$ cat src/rtl/bin2bcd_pkg.sv
// rtl/bin2bcd_pkg.sv - shared constants and helpers for the sequential binary-to-BCD converter
package bin2bcd_pkg;

  localparam logic [1:0] ST_IDLE  = 2'd0;
  localparam logic [1:0] ST_SHIFT = 2'd1;
  localparam logic [1:0] ST_DONE  = 2'd2;

  localparam logic [3:0] ADD3_THRESH = 4'd5;

  // Largest value representable in the given number of decimal digits
  function automatic int max_dec(input int digits);
    int r;
    r = 1;
    for (int i = 0; i < digits; i++) r = r * 10;
    return r - 1;
  endfunction

endpackage

$ cat src/rtl/bin2bcd_seq_if.sv
// rtl/bin2bcd_seq_if.sv - request/result bundle between a requester and the BCD converter
interface bin2bcd_seq_if #(
  parameter int BIN_W  = 10,
  parameter int DIGITS = 3
) ();

  logic                  start;
  logic [BIN_W-1:0]      bin;
  logic                  busy;
  logic                  done;
  logic [4*DIGITS-1:0]   bcd;
  logic                  ovf;

  modport master (output start, bin, input busy, done, bcd, ovf);
  modport slave  (input start, bin, output busy, done, bcd, ovf);

endinterface

$ cat src/rtl/bin2bcd_seq_bcd_add3.sv
// rtl/bin2bcd_seq_bcd_add3.sv - double-dabble digit correction for one BCD nibble
module bcd_add3
  import bin2bcd_pkg::*;
(
  input  logic [3:0] din,
  output logic [3:0] dout
);

  assign dout = (din >= ADD3_THRESH) ? din + 4'd3 : din;

endmodule

$ cat src/rtl/bin2bcd_seq.sv
// rtl/bin2bcd_seq.sv - sequential double-dabble converter; BIN2BCD_OVF_SAT_EN saturates overflowed results to all nines
module bin2bcd_seq
  import bin2bcd_pkg::*;
#(
  parameter int BIN_W  = 10,
  parameter int DIGITS = 3
) (
  input  logic clk,
  input  logic rst_n,
  bin2bcd_seq_if.slave bus
);

  localparam int W     = 4 * DIGITS;
  localparam int CNT_W = $clog2(BIN_W + 1);
  localparam logic [31:0] MAX_DEC = 32'(max_dec(DIGITS));

  logic [1:0]         state;
  logic [BIN_W-1:0]   shift_q;
  logic [W-1:0]       scratch_q;
  logic [W-1:0]       corr;
  logic [CNT_W-1:0]   cnt;
  logic               ovf_next;
  logic [W-1:0]       bcd_q;
  logic               ovf_q;
  logic               done_q;
  logic [W-1:0]       result;
  logic [W+BIN_W-1:0] shifted;

  for (genvar g = 0; g < DIGITS; g++) begin : g_add3
    bcd_add3 u_add3 (
      .din  (scratch_q[4*g +: 4]),
      .dout (corr[4*g +: 4])
    );
  end

  // Carry out of the top nibble falls off here, giving value mod 10^DIGITS
  assign shifted = {corr, shift_q} << 1;

`ifdef BIN2BCD_OVF_SAT_EN
  assign result = ovf_next ? {DIGITS{4'h9}} : scratch_q;
`else
  assign result = scratch_q;
`endif

  always_ff @(posedge clk or negedge rst_n) begin
    if (!rst_n) begin
      state     <= ST_IDLE;
      shift_q   <= '0;
      scratch_q <= '0;
      cnt       <= '0;
      ovf_next  <= 1'b0;
      bcd_q     <= '0;
      ovf_q     <= 1'b0;
      done_q    <= 1'b0;
    end else begin
      done_q <= 1'b0;
      case (state)
        ST_IDLE: begin
          if (bus.start) begin
            shift_q   <= bus.bin;
            scratch_q <= '0;
            cnt       <= '0;
            ovf_next  <= (32'(bus.bin) > MAX_DEC);
            state     <= ST_SHIFT;
          end
        end
        ST_SHIFT: begin
          scratch_q <= shifted[W+BIN_W-1:BIN_W];
          shift_q   <= shifted[BIN_W-1:0];
          cnt       <= cnt + 1'b1;
          if (cnt == CNT_W'(BIN_W - 1)) state <= ST_DONE;
        end
        ST_DONE: begin
          bcd_q  <= result;
          ovf_q  <= ovf_next;
          done_q <= 1'b1;
          state  <= ST_IDLE;
        end
        default: state <= ST_IDLE;
      endcase
    end
  end

  assign bus.busy = (state != ST_IDLE);
  assign bus.done = done_q;
  assign bus.bcd  = bcd_q;
  assign bus.ovf  = ovf_q;

endmodule
$ cat src/flat_wrapper.sv
// flat-port wrapper written by rule: the top's interface ports become plain ports
module bin2bcd_seq_flat import bin2bcd_pkg::*;
#(
  parameter int BIN_W  = 10,
  parameter int DIGITS = 3
)
  (clk, rst_n, bus_start, bus_bin, bus_busy, bus_done, bus_bcd, bus_ovf);
  bin2bcd_seq_if #(.BIN_W(BIN_W), .DIGITS(DIGITS)) bus_i ();
  input  logic clk;
  input  logic rst_n;
  input wire logic [$bits(bus_i.start)-1:0] bus_start;
  input wire logic [$bits(bus_i.bin)-1:0] bus_bin;
  output wire logic [$bits(bus_i.busy)-1:0] bus_busy;
  output wire logic [$bits(bus_i.done)-1:0] bus_done;
  output wire logic [$bits(bus_i.bcd)-1:0] bus_bcd;
  output wire logic [$bits(bus_i.ovf)-1:0] bus_ovf;
  assign bus_i.start = bus_start;
  assign bus_i.bin = bus_bin;
  assign bus_busy = bus_i.busy;
  assign bus_done = bus_i.done;
  assign bus_bcd = bus_i.bcd;
  assign bus_ovf = bus_i.ovf;
  bin2bcd_seq #(.BIN_W(BIN_W), .DIGITS(DIGITS)) u_core (.clk(clk), .rst_n(rst_n), .bus(bus_i));
endmodule
$ cat config.mk
export PLATFORM = sky130hd
export DESIGN_NAME = bin2bcd_seq_flat
export DESIGN_NICKNAME = d
export VERILOG_FILES = /design/src/rtl/bin2bcd_pkg.sv /design/src/rtl/bin2bcd_seq_if.sv /design/src/rtl/bin2bcd_seq_bcd_add3.sv /design/src/rtl/bin2bcd_seq.sv /design/src/flat_wrapper.sv
export SDC_FILE = /design/constraint.sdc
export NUM_CORES = 1
export LEC_CHECK = 0
export BUFFER_PORTS_ARGS = -buffer_cell sky130_fd_sc_hd__buf_2
export CORE_MARGIN = 2
export CORE_UTILIZATION = 60
export CTS_CLUSTER_DIAMETER = 120
export CTS_CLUSTER_SIZE = 14
export DETAILED_ROUTE_END_ITERATION = 12
export PLACE_DENSITY_LB_ADDON = 0.05
export SLEW_MARGIN = 20
export SYNTH_ARGS = -nofsm -noshare
export SYNTH_HDL_FRONTEND = slang
export SYNTH_SLANG_ARGS = --single-unit
$ cat constraint.sdc
create_clock -name clk -period 2.2 [get_ports clk]
set_input_delay 0.22 -clock clk [delete_from_list [all_inputs] [get_ports clk]]
set_output_delay 0.22 -clock clk [all_outputs]
set_load 0.05 [all_outputs]
==> results.toml <==
[global_route]
vias_in_the_first_global_route = 1326
pin_count_of_the_biggest_net_entering_global_routing = 44
grt_pass1_wl_mm = 5.90
grt-ovfl-total = 0
groute.usage.overall = 0.218
grt_antenna_before_repair = 0

[setup_path]
worst-r2r-setup-slack_ps = 430
worst_path_max_delay_cell = "sky130_fd_sc_hd__dfrtp_1"
setup.worst_path.end_class = "flip-flop"
worstSetupStartpointType = "flip-flop"
worst-endpoint-arrival_ps = 2060
path_cells = "inv_1 > ha_1 > nand2b_1 > a21oi_1 > mux2_2 > o21ai_0"
worst-endpoint-required_ps = 2490
critical-path-max-stage-delay_ps = 420
setup.worst_path.class = "flip-flop to flip-flop"
critPathMaxFanout = 4

[job]
maxCapViolations = 0

[power]
leakage_nw = 1.07
peakVddDrop_v = 0.000725
p_per_area_nw_per_um2 = 1500
design_power_total_mw = 3.27

[layout]
final_layout_size_suffix_gt1_frac = 0.234
diodes = 0
post_layout_instance_area_um2 = 2190
layout.core_utilization = 0.711
num-nets-final = 234
area_delta_synth_final_pct = 12.6

[timing]
setup_viol_count_final = 0
layout_worst_path_cycle_share = 0.806
finalSetupTns_ps = 0
fin_worst_skew_ps = 8.47
unrepaired_setup_endpoints_after_global_routing = "false"
slew_headroom = 0.390
finalHoldViolCount = 0
timing_max_transition_violations_final = 0
tightestPinTransition_ps = 915
clock.fmax_mhz = 564
setup_ws_ps = 427
finalWorstPathRequiredPeriod_ps = 1770

[logic_synthesis]
synth.net_count = 205
synth_most_common_cell = "sky130_fd_sc_hd__dfrtp_1"
yosys_warnings = 0
yosys_register_bits = 43
yosys_most_used_dff = "sky130_fd_sc_hd__dfrtp_1"
synth_commonest_cells = "43 x sky130_fd_sc_hd__dfrtp_1, 33 x sky130_fd_sc_hd__nand2_1, 19 x sky130_fd_sc_hd__o21ai_0, 11 x sky130_fd_sc_hd__nand3_1"
synth_top_area_cell = "sky130_fd_sc_hd__dfrtp_1"
proportion_of_synthesized_chip_area_in_sequential_cells = 0.554
synth_area_leaders = "sky130_fd_sc_hd__dfrtp_1 55%, sky130_fd_sc_hd__nand2_1 6.4%, sky130_fd_sc_hd__mux2_2 5.2%"
synth.lib_cells_used.distinct = 26
synthesis.area_um2 = 1940
syn_area_per_cell_um2 = 10.6
post_synth_inst_count = 184
postSynth.asyncResetShare = 1.00
yosys.area.top_type_share = 0.554
synth-edff-count = 0

[place]
portBuffers = 27
place_hpwl_mm = 2.47
place_area_um2 = 2120
placement.setup.worst_slack_ps = 482
routabilityCongestion = 0.728

[routing]
drt_first_iter_violations = 88
wirelength_mm = 3.44
num_vias = 1430
per_cell_via_count_in_the_routed_design = 5.54
drt_drc_violations_left = 0
wire_per_inst_um = 13.3
antenna_left = 0
detailedRoute.firstPassIterationCount = 4

[clock_tree]
cts_tree = "yes"
post-cts-setup-buffer-count = 0
cts.reportedPaths.clkPinSlew_ps = 140
cts_hold_buf = 1
post_cts_resize_count = 0
clockBufferDepth = 2
cts_sinks = 43
htree_depth = 2
clock_latency_ps = 360
root_buffer = "sky130_fd_sc_hd__clkbuf_4"
cts_made_buffers = 5

[floorplanning]
die_outline_height_um = 60.9
rows = 20
floorplan.initialDensity = 0.631
placeableCoreArea_um2 = 3080
floorplan.die_area_um2 = 3710
io_pins = 28
chipWidth_um = 60.9

[run_status]
outcome = "complete, no violations"

[hold_path]
worstHoldPathType = "input port to flip-flop"
[critical path, delay by kind of cell, from the launching register on]
family                   cells  cell delay, ps
adder cells (fa/ha/maj)      1             230
AO/OA/AOI/OAI                2             450
AND/OR/NAND/NOR              1              70
buffers and inverters        1             150
flip-flops                   1             420
multiplexers                 1             370
[path summary, 6_finish.rpt]
kind	to	depth (start not counted)	start
setup / recovery	u_core.result[2]	6	u_core.result[0]
hold / removal	u_core.shift_q[0]	3	bus_bin[0]
min in group asynchronous	u_core.shift_q[1]	2	rst_n
hold reg to reg	u_core.bus.bcd[9]	2	u_core.bus.bcd[9]
setup reg to reg	u_core.result[2]	6	u_core.result[0]
max in group asynchronous	u_core.shift_q[0]	2	rst_n
[metal layers]
layer  vias to the layer above  GRT usage  share of wire
li1                        699          -              -
met1                       683      0.261           0.44
met2                        41      0.370           0.49
met3                         7     0.0640          0.057
met4                         0     0.0870          0.014
met5                         -          0              0
[layout make-up]
type / count / area, µm²
multi-input combinational: 123 / 790
clock inverter: 3 / 23.8
fill: 249 / 891
clock buffer: 5 / 37.5
inverter: 8 / 30.0
tap: 44 / 55.1
timing repair buffer: 32 / 175
sequential: 43 / 1080
[cell families (layout without fill, tap and decap cells)]
group,Yosys count,count (layout),share of synthesized area
multiplexers,9,9,0.0522
adder cells (fa/ha/maj),8,8,0.0515
AND/OR/NAND/NOR,59,59,0.141
buffers and inverters,18,48,0.0399
AO/OA/AOI/OAI,42,42,0.139
XOR/XNOR,5,5,0.0225
flip-flops,43,43,0.554
[flip-flops by register name, indices dropped and copies added (netlist names)]
name	flops
u_core.result	12
u_core.ovf_next	1
u_core.bus.ovf	1
u_core.shift_q	10
u_core.bus.bcd	12
u_core.cnt	4
u_core.state	2
u_core.bus.done	1
[power breakdown]
part / switching, mW / leakage (nW) / internal, mW / total, mW
registers: 0.222 / 0.547 / 1.11 / 1.33
clock network: 0.271 / 0.0278 / 0.128 / 0.399
logic: 1.01 / 0.493 / 0.540 / 1.54
total: 1.50 / 1.07 / 1.78 / 3.27
[placed cells by master, fill, tap and decap left out, types with 2 or more instances in the layout]
cell	netlist	layout
sky130_fd_sc_hd__dfrtp_1	43	43
sky130_fd_sc_hd__nand2_1	33	33
sky130_fd_sc_hd__buf_2	7	27
sky130_fd_sc_hd__o21ai_0	19	19
sky130_fd_sc_hd__nand3_1	11	11
sky130_fd_sc_hd__mux2_2	9	9
sky130_fd_sc_hd__a22oi_1	9	9
sky130_fd_sc_hd__inv_1	8	8
sky130_fd_sc_hd__ha_1	8	8
sky130_fd_sc_hd__o31ai_1	7	7
sky130_fd_sc_hd__nand2b_1	5	5
sky130_fd_sc_hd__clkbuf_4	0	5
sky130_fd_sc_hd__buf_4	0	4
sky130_fd_sc_hd__a21oi_1	3	3
sky130_fd_sc_hd__xnor2_1	3	3
sky130_fd_sc_hd__a32o_1	3	3
sky130_fd_sc_hd__nor3_1	2	2
sky130_fd_sc_hd__xor2_1	2	2
sky130_fd_sc_hd__nand4_1	2	2
sky130_fd_sc_hd__clkinvlp_4	0	2
[metrics by stage]
step                      hold slack, ps  std cells
final                               45.0        258
after global routing                49.7        258
after CTS                           38.5        258
after detailed placement             407        249
after global placement               397        249
after floorplan                    -75.6        184
Power figures use the tool's default switching activity.
